===== src/rtl/play_command_receiver_pkg.sv =====
// play_command_receiver_pkg: ASCII codes, parser/UART state encodings and digit test shared by the play receiver
package play_command_receiver_pkg;
  localparam logic [7:0] ASCII_HASH = 8'h23;
  localparam logic [7:0] ASCII_LF   = 8'h0A;
  localparam logic [7:0] ASCII_ZERO = 8'h30;
  localparam logic [7:0] ASCII_NINE = 8'h39;
  typedef enum logic [3:0] {
    AGUARDA_INICIO = 4'd0,
    RECEBE_DIGITO  = 4'd1,
    AGUARDA_FIM    = 4'd2,
    CONCLUIDO      = 4'd3,
    FALHA          = 4'd4
  } estado_t;
  typedef enum logic [1:0] {OCIOSO, START, DADOS, STOP} uart_estado_t;
  function automatic logic is_digit(input logic [7:0] c);
    return c >= ASCII_ZERO && c <= ASCII_NINE;
  endfunction
endpackage


===== src/rtl/uart_rx_8n1.sv =====
// uart_rx_8n1: 8N1 receiver (rx_i in; dado_o byte, byte_valido_o good-stop pulse, byte_erro_o framing-error pulse)
module uart_rx_8n1
  import play_command_receiver_pkg::*;
#(
  parameter int BAUD_DIV = 434
) (
  input  logic       clock,
  input  logic       reset,
  input  logic       rx_i,
  output logic [7:0] dado_o,
  output logic       byte_valido_o,
  output logic       byte_erro_o
);
  localparam int CW = $clog2(BAUD_DIV);
  localparam logic [CW-1:0] FULL = CW'(BAUD_DIV - 1);
  localparam logic [CW-1:0] HALF = CW'(BAUD_DIV / 2 - 1);
  logic [1:0] sync_q;
  uart_estado_t estado_q;
  logic [CW-1:0] cnt_q;
  logic [2:0] bit_q;
  logic rxs;
  assign rxs = sync_q[1];
  always_ff @(posedge clock or posedge reset) begin
    if (reset) begin
      sync_q        <= 2'b11;
      estado_q      <= OCIOSO;
      cnt_q         <= '0;
      bit_q         <= '0;
      dado_o        <= '0;
      byte_valido_o <= 1'b0;
      byte_erro_o   <= 1'b0;
    end else begin
      sync_q        <= {sync_q[0], rx_i};
      byte_valido_o <= 1'b0;
      byte_erro_o   <= 1'b0;
      cnt_q         <= cnt_q + 1'b1;
      case (estado_q)
        OCIOSO: begin
          cnt_q <= '0;
          if (!rxs) estado_q <= START;
        end
        START: if (cnt_q == HALF) begin
          cnt_q    <= '0;
          bit_q    <= '0;
          estado_q <= rxs ? OCIOSO : DADOS;
        end
        DADOS: if (cnt_q == FULL) begin
          cnt_q  <= '0;
          dado_o <= {rxs, dado_o[7:1]};
          bit_q  <= bit_q + 1'b1;
          if (bit_q == 3'd7) estado_q <= STOP;
        end
        STOP: if (cnt_q == FULL) begin
          byte_valido_o <= rxs;
          byte_erro_o   <= !rxs;
          estado_q      <= OCIOSO;
        end
        default: estado_q <= OCIOSO;
      endcase
    end
  end
endmodule


===== src/rtl/play_command_receiver.sv =====
// play_command_receiver: parses '#'+digits+LF from serial rx into BCD jogada (pronto/erro pulses, ocupado, db_estado)
module play_command_receiver
  import play_command_receiver_pkg::*;
#(
  parameter int BAUD_DIV   = 434,
  parameter int NUM_DIGITS = 2
) (
  input  logic                    clock,
  input  logic                    reset,
  input  logic                    rx,
  input  logic                    habilita,
  output logic [4*NUM_DIGITS-1:0] jogada,
  output logic                    pronto,
  output logic                    erro,
  output logic                    ocupado,
  output logic [3:0]              db_estado
);
  localparam int W  = 4 * NUM_DIGITS;
  localparam int NW = $clog2(NUM_DIGITS + 1);
  localparam logic [NW-1:0] ULTIMO = NW'(NUM_DIGITS - 1);
  logic [7:0] dado;
  logic byte_valido, byte_erro;
  estado_t estado_q;
  logic [NW-1:0] cnt_q;
  logic [W-1:0] shift_q, shift_d, jogada_q;
  logic pronto_q, erro_q;
  uart_rx_8n1 #(.BAUD_DIV(BAUD_DIV)) u_rx (
    .clock        (clock),
    .reset        (reset),
    .rx_i         (rx),
    .dado_o       (dado),
    .byte_valido_o(byte_valido),
    .byte_erro_o  (byte_erro)
  );
  // ASCII '0'..'9' carry their value in the low nibble
  assign shift_d   = W'({shift_q, dado[3:0]});
  assign jogada    = jogada_q;
  assign pronto    = pronto_q;
  assign erro      = erro_q;
  assign ocupado   = estado_q != AGUARDA_INICIO;
  assign db_estado = estado_q;
  always_ff @(posedge clock or posedge reset) begin
    if (reset) begin
      estado_q <= AGUARDA_INICIO;
      cnt_q    <= '0;
      shift_q  <= '0;
      jogada_q <= '0;
      pronto_q <= 1'b0;
      erro_q   <= 1'b0;
    end else begin
      pronto_q <= 1'b0;
      erro_q   <= 1'b0;
      if (byte_valido && dado == ASCII_HASH) begin
        cnt_q   <= '0;
        shift_q <= '0;
      end
      if (!habilita) estado_q <= AGUARDA_INICIO;
      else case (estado_q)
        AGUARDA_INICIO: begin
          if (byte_erro) estado_q <= FALHA;
          else if (byte_valido && dado == ASCII_HASH) estado_q <= RECEBE_DIGITO;
        end
        RECEBE_DIGITO: begin
          if (byte_erro) estado_q <= FALHA;
          else if (byte_valido && dado != ASCII_HASH) begin
            if (is_digit(dado)) begin
              shift_q <= shift_d;
              cnt_q   <= cnt_q + 1'b1;
              if (cnt_q == ULTIMO) estado_q <= AGUARDA_FIM;
            end else estado_q <= FALHA;
          end
        end
        AGUARDA_FIM: begin
          if (byte_erro) estado_q <= FALHA;
          else if (byte_valido)
            estado_q <= dado == ASCII_LF ? CONCLUIDO : dado == ASCII_HASH ? RECEBE_DIGITO : FALHA;
        end
        CONCLUIDO: begin
          jogada_q <= shift_q;
          pronto_q <= 1'b1;
          estado_q <= AGUARDA_INICIO;
        end
        FALHA: begin
          erro_q   <= 1'b1;
          estado_q <= AGUARDA_INICIO;
        end
        default: estado_q <= AGUARDA_INICIO;
      endcase
    end
  end
endmodule


===== config.mk =====
export PLATFORM = sky130hd
export DESIGN_NAME = play_command_receiver
export DESIGN_NICKNAME = d
export VERILOG_FILES = /design/src/rtl/play_command_receiver_pkg.sv /design/src/rtl/uart_rx_8n1.sv /design/src/rtl/play_command_receiver.sv
export SDC_FILE = /design/constraint.sdc
export NUM_CORES = 1
export LEC_CHECK = 0
export BUFFER_PORTS_ARGS = -buffer_cell sky130_fd_sc_hd__buf_2
export CAP_MARGIN = 20
export CORE_ASPECT_RATIO = 1.4
export CORE_MARGIN = 1.5
export CORE_UTILIZATION = 25
export DETAILED_ROUTE_END_ITERATION = 7
export GPL_TIMING_DRIVEN = 0
export PLACE_DENSITY = 0.5
export SYNTH_ARGS = -nofsm -noshare
export SYNTH_HDL_FRONTEND = slang
export SYNTH_HIERARCHICAL = 1
export SYNTH_SLANG_ARGS = --single-unit

===== constraint.sdc =====
create_clock -name clock -period 2.2 [get_ports clock]
set_input_delay 0.55 -clock clock [delete_from_list [all_inputs] [get_ports clock]]
set_output_delay 0.55 -clock clock [all_outputs]
set_load 0.02 [all_outputs]

======== After elaboration in Yosys (flattened, before gate mapping) ========
Index checks and enable logic that the tools add are counted.
operators by class
  $add $sub $neg .......................... 3
  $mul .................................... 0
  divide/modulo/power cells ............... 0
  magnitude comparators ................... 2
  equal/unequal tests ..................... 23
  shift operators ......................... 0
  mux-type cells .......................... 45
  bitwise operators ....................... 0
  reduce and logical (&&, ||, !) cells .... 13
operators with widths
  kind                 count
  $mux 8               6
  $mux 4               9
  $pmux 9 s3           1
  $mux 2               12
  $mux 9               2
  $mux 3               4
  $pmux 4 s3           1
  $add 9x1->9 const B  1
  $eq 9x8->1 const B   1
  $eq 9x9->1 const B   1
  $eq 4x2->1 const B   2
  $eq 8x4->1 const B   1
  $eq 8x6->1 const B   1
  $ge 8x6->1 const B   1
  $le 8x6->1 const B   1
  $mux 1               8
  $ne 2x1->1 const B   4
  $ne 4x3->1 const B   2
  $ne 8x6->1 const B   1
  $pmux 2 s4           1
  $pmux 3 s2           1
  $ne 5x4->1 const B   1
  $reduce_and 5->1     1
  $eq 2x1->1 const B   2
  17 further kinds     21
storage, ports and cells
  register bits ........................... 50
  latch bits .............................. 0
  bits in writable memories ............... 0
  bits in read-only memories .............. 0
  input port bits ......................... 4
  output and inout port bits .............. 15
  logic and storage cells ................. 99
  memories kept ........................... 0

======== Depth between registers and ports, before layout ========
  word-level depth ........................ 8
  mapped depth ............................ 6
  depth with buffers taken out ............ 5

======== By module ========
Netlist, hierarchy kept.
modules (own cells, without submodules)
  module                 instances  cells each  area each (um2)  sequential area each (um2)
  uart_rx_8n1            1          116         1353.8           653.1
  play_command_receiver  1          86          1083.5           575.6

======== Worst setup path after synthesis ========
No wires, ideal clock.
  path type ............................... reg2reg
  start ................................... register u_rx.cnt_q[1]
  end ..................................... register u_rx.dado_o[0]
  library setup time ...................... 125 ps
  arrival time ............................ 1561 ps
  data required time ...................... 2075 ps
  path slack .............................. 514 ps
  stages on the path, launching flop included .. 6
  path buffers ............................ 0
  period minus slack after synthesis ...... 1686 ps
  cells stage by stage .................... dfrtp_1 > inv_1 > ha_1 > nand4b_4 > nor4_4 > mux2_2
on the way
  cells in the longest elaborated chain, start to end .. 2
RTL lines
  item                        line               RTL
  from (decl)                 uart_rx_8n1.sv:19  logic [CW-1:0] cnt_q;
  from (signal assigned)      uart_rx_8n1.sv:36  cnt_q <= cnt_q + 1'b1;
  $eq 9x9->1                  uart_rx_8n1.sv:47  DADOS: if (cnt_q == FULL) begin
  $reduce_and 2->1 (no line)  -
  to (signal assigned)        uart_rx_8n1.sv:49  dado_o <= {rxs, dado_o[7:1]};
  to (decl)                   uart_rx_8n1.sv:10  output logic [7:0] dado_o,
Every way passes these cells.
A chain may end at the register's enable or synchronous reset.

======== Worst setup path after layout ========
Ends and elaborated chain as after synthesis.

==> flow_metrics.tcl <==
set metrics [dict create \
    status "completed" \
    cts_resized 0 \
    cts_tree "done" \
    grt_setup_unrepaired "false" \
    synth_nets 212 \
    fin_skew_ns 0.005253 \
    setup_tns_ns 0 \
    core_area_um2 9459 \
    rr_startpoint "u_rx/cnt_q[1]$_DFF_PP0_" \
    start_util 0.2577 \
    mostFrequentLayoutCells "47 x dfrtp_1, 20 x buf_2, 17 x mux2_2, 12 x inv_1, 10 x nand2_1" \
    comb_power_share 0.019 \
    syn-instance-count 202 \
    ys_ff_latch 49 \
    finalWeightedCongestion 0.8087 \
    vias 1651 \
    seq_area_um2 1229 \
    path_class "flip-flop to flip-flop" \
    crit_end "u_rx/dado_o[0]$_DFFE_PP0P_" \
    rows 42 \
    layout-drive-gt1-share 0.3070 \
    swShare 0.2014 \
    io_pins 19 \
    htree_levels 2 \
    fin_crit_ns 1.871 \
    powerDensity_nw_per_um2 636.3 \
    drc_errors 0 \
    start_kind "flip-flop" \
    fin_util 0.3022 \
    totalWireLength_um 4635 \
    endpoint_kind "flip-flop" \
    synth_area_per_cell_um2 12.07 \
    crit_required_ns 2.37 \
    die_y_um 119.8 \
    ant_nets 0 \
    diodes 0 \
    rrSetupSlack_ns 0.33 \
    final_hold_viol_count 0 \
    die_area_um2 10360 \
    synthFlopType "dfrtp_1" \
    async_reset_ff_frac 1.000 \
    overflow 0 \
    grt_pass1_wl_um 8204 \
    cts-root-buf "clkbuf_16" \
    cts_hold_buf 0 \
    seqPwrFrac 0.498 \
    netlist_area_um2 2437 \
    worstPathMaxFanout 8 \
    switchingPower_uw 366.4 \
    drv_slew 0 \
    pwr-share-clk 0.483 \
    fillers 993 \
    place_ws_ns 0.3178 \
    internal_power_mw 1.453 \
    layout_commonest_cell "dfrtp_1" \
    grt_start_max_net_pins 27 \
    grt_pass1_vias 1723 \
    use_met1 0.1158 \
    syn2layout_area_growth_pct 17.30 \
    reg2reg_depth 5 \
    peakVddDrop_mv 0.2720 \
    cts_inserted_buffers 5 \
    maxSlewHeadroom 0.4408 \
    dr.pass1.iters 4 \
    crit_arrival_ns 2.04 \
    worst_slack_ns 0.3285 \
    setup_viol 0 \
    fp.dieW_um 86.45 \
    layout.nets 237 \
    grtUsageMet2 0.1724 \
    seq_area_frac_synth 0.5041 \
    cellLeakagePower_nw 1.324 \
    maxCapViolCount 0 \
    place_hpwl_um 3283 \
    multiInputGateArea_um2 1104 \
    cts.path.max_buffers 2 \
    post_drt_wl_per_cell_um 13.71 \
    grt_use_total 0.09729 \
    drt_iter0_drc 31 \
    r2r_end "u_rx/dado_o[0]$_DFFE_PP0P_" \
    clk_pin_slew_ns 0.07 \
    grt.busiest_layer "met2" \
    post_cts_buffers 0 \
    synth_cell_type_count 56 \
    hold_class "primary input to async pin" \
    synth-edff-count 0 \
    antenna_found_initial 0 \
    numPortBuffers 17 \
    cts.sink_count 49 \
    clk_latency_ns 0.29 \
    tightest_slew_ns 0.8379 \
    routed_via_density 4.885 \
    timing.final.crit_share 0.8507 \
    cp-startpoint "u_rx/cnt_q[1]$_DFF_PP0_" \
    yosysWarningCount 6 \
    fmax_mhz 534.3 \
    gr-usage-met3 0.02063 \
]
## per-stage QoR
| stage | instance area (µm²) | power (mW) | hold slack, ns | std cells |
|---|---|---|---|---|
| floorplan | 2437 | 0.9425 | 0.3452 | 202 |
| global placement | 2660 | 0.9531 | 0.3518 | 329 |
| detailed placement | 2660 | 0.9530 | 0.3512 | 329 |
| CTS | 2831 | 1.852 | 0.3480 | 337 |
| global route | 2859 | 1.880 | 0.3570 | 338 |
| finish | 2859 | 1.819 | 0.3107 | 338 |
## power groups by stage
stage,logic [mW],clock network (mW),registers (mW)
CTS,0.0304,0.916,0.905
finish,0.0343,0.879,0.905
floorplan,0.0205,0,0.922
global route,0.0400,0.935,0.905
global placement,0.0304,0,0.923
detailed placement,0.0304,0,0.923
## synthesized netlist by cell type, types with 2 or more instances
| library cell | n | area share |
|---|---|---|
| buf_2 | 3 | 0.0062 |
| o211ai_2 | 2 | 0.010 |
| or3_1 | 3 | 0.0077 |
| nor4_4 | 2 | 0.017 |
| a22o_1 | 9 | 0.032 |
| mux2_2 | 17 | 0.079 |
| a32o_1 | 4 | 0.016 |
| nor3b_1 | 2 | 0.0062 |
| o21ai_0 | 5 | 0.010 |
| a22oi_1 | 4 | 0.012 |
| nor4bb_1 | 2 | 0.0082 |
| inv_1 | 12 | 0.018 |
| dfstp_2 | 2 | 0.022 |
| nor2_1 | 4 | 0.0062 |
| xor2_1 | 2 | 0.0072 |
| a21oi_1 | 5 | 0.010 |
| nand2b_1 | 3 | 0.0077 |
| a21boi_0 | 3 | 0.0092 |
| nand2_1 | 10 | 0.015 |
| ha_1 | 6 | 0.031 |
| and3_2 | 2 | 0.0062 |
| a311oi_1 | 2 | 0.0072 |
| nor4b_1 | 2 | 0.0072 |
| buf_6 | 2 | 0.0092 |
| a31oi_1 | 2 | 0.0051 |
| clkbuf_1 | 4 | 0.0062 |
| nand4_1 | 7 | 0.018 |
| dfrtp_1 | 47 | 0.48 |
| o211ai_1 | 3 | 0.0092 |
| nand3_1 | 5 | 0.010 |
## logic make-up after synthesis
| group | after synthesis | synth area share |
|---|---|---|
| XOR/XNOR | 3 | 0.01078 |
| AND/OR/NAND/NOR | 59 | 0.1874 |
| flip-flops | 49 | 0.5041 |
| other | 1 | 0.001539 |
| multiplexers | 17 | 0.07854 |
| AO/OA/AOI/OAI | 45 | 0.1437 |
| adder cells (fa/ha/maj) | 6 | 0.03080 |
| buffers and inverters | 22 | 0.04312 |
## how the worst min path moves through the flow
stage / end / cells after the start / startpoint
final: u_rx/bit_q[0]$_DFFE_PP0P_ / 2 / reset
after global routing: u_rx/bit_q[1]$_DFFE_PP0P_ / 2 / reset
after CTS: u_rx/sync_q[0]$_DFF_PP1_ / 1 / rx
after detailed placement: u_rx/sync_q[1]$_DFF_PP1_ / 0 / u_rx/sync_q[0]$_DFF_PP1_
after global placement: u_rx/sync_q[1]$_DFF_PP1_ / 0 / u_rx/sync_q[0]$_DFF_PP1_
after floorplan: u_rx/sync_q[1]$_DFF_PP1_ / 0 / u_rx/sync_q[0]$_DFF_PP1_
## critical path, cell delays in order, from the launching register on
cell and delay, ns:
dfrtp_1 0.40, inv_1 0.08, ha_1 0.21, nand4b_4 0.15
nor4_4 0.52, mux2_2 0.39
## final cells by class
cell class | count | share of cell area
Buffer | 10 | 0.02101
Clock buffer | 5 | 0.04376
Clock inverter | 3 | 0.01619
Inverter | 12 | 0.01575
Multi-Input combinational cell | 131 | 0.3860
Sequential cell | 49 | 0.4298
Tap cell | 110 | 0.04814
Timing Repair Buffer | 18 | 0.03939
## layer usage
metal,part of all wire,vias to the layer above,wire length (µm)
met5,0,-,0
met4,0.0088,0,41
met3,0.024,5,112
li1,-,805,-
met1,0.45,818,2067
met2,0.52,23,2413
## state kept, by name, summed over array words and instances (netlist names), named ones only
| signal | cells |
|---|---|
| cnt_q | 2 |
| db_estado | 3 |
| erro | 1 |
| jogada | 8 |
| pronto | 1 |
| shift_q | 8 |
| u_rx/bit_q | 3 |
| u_rx/byte_erro_o | 1 |
| u_rx/byte_valido_o | 1 |
| u_rx/cnt_q | 9 |
| u_rx/dado_o | 8 |
| u_rx/estado_q | 1 |
| u_rx/sync_q | 2 |
(Power assumes the default switching activity.)
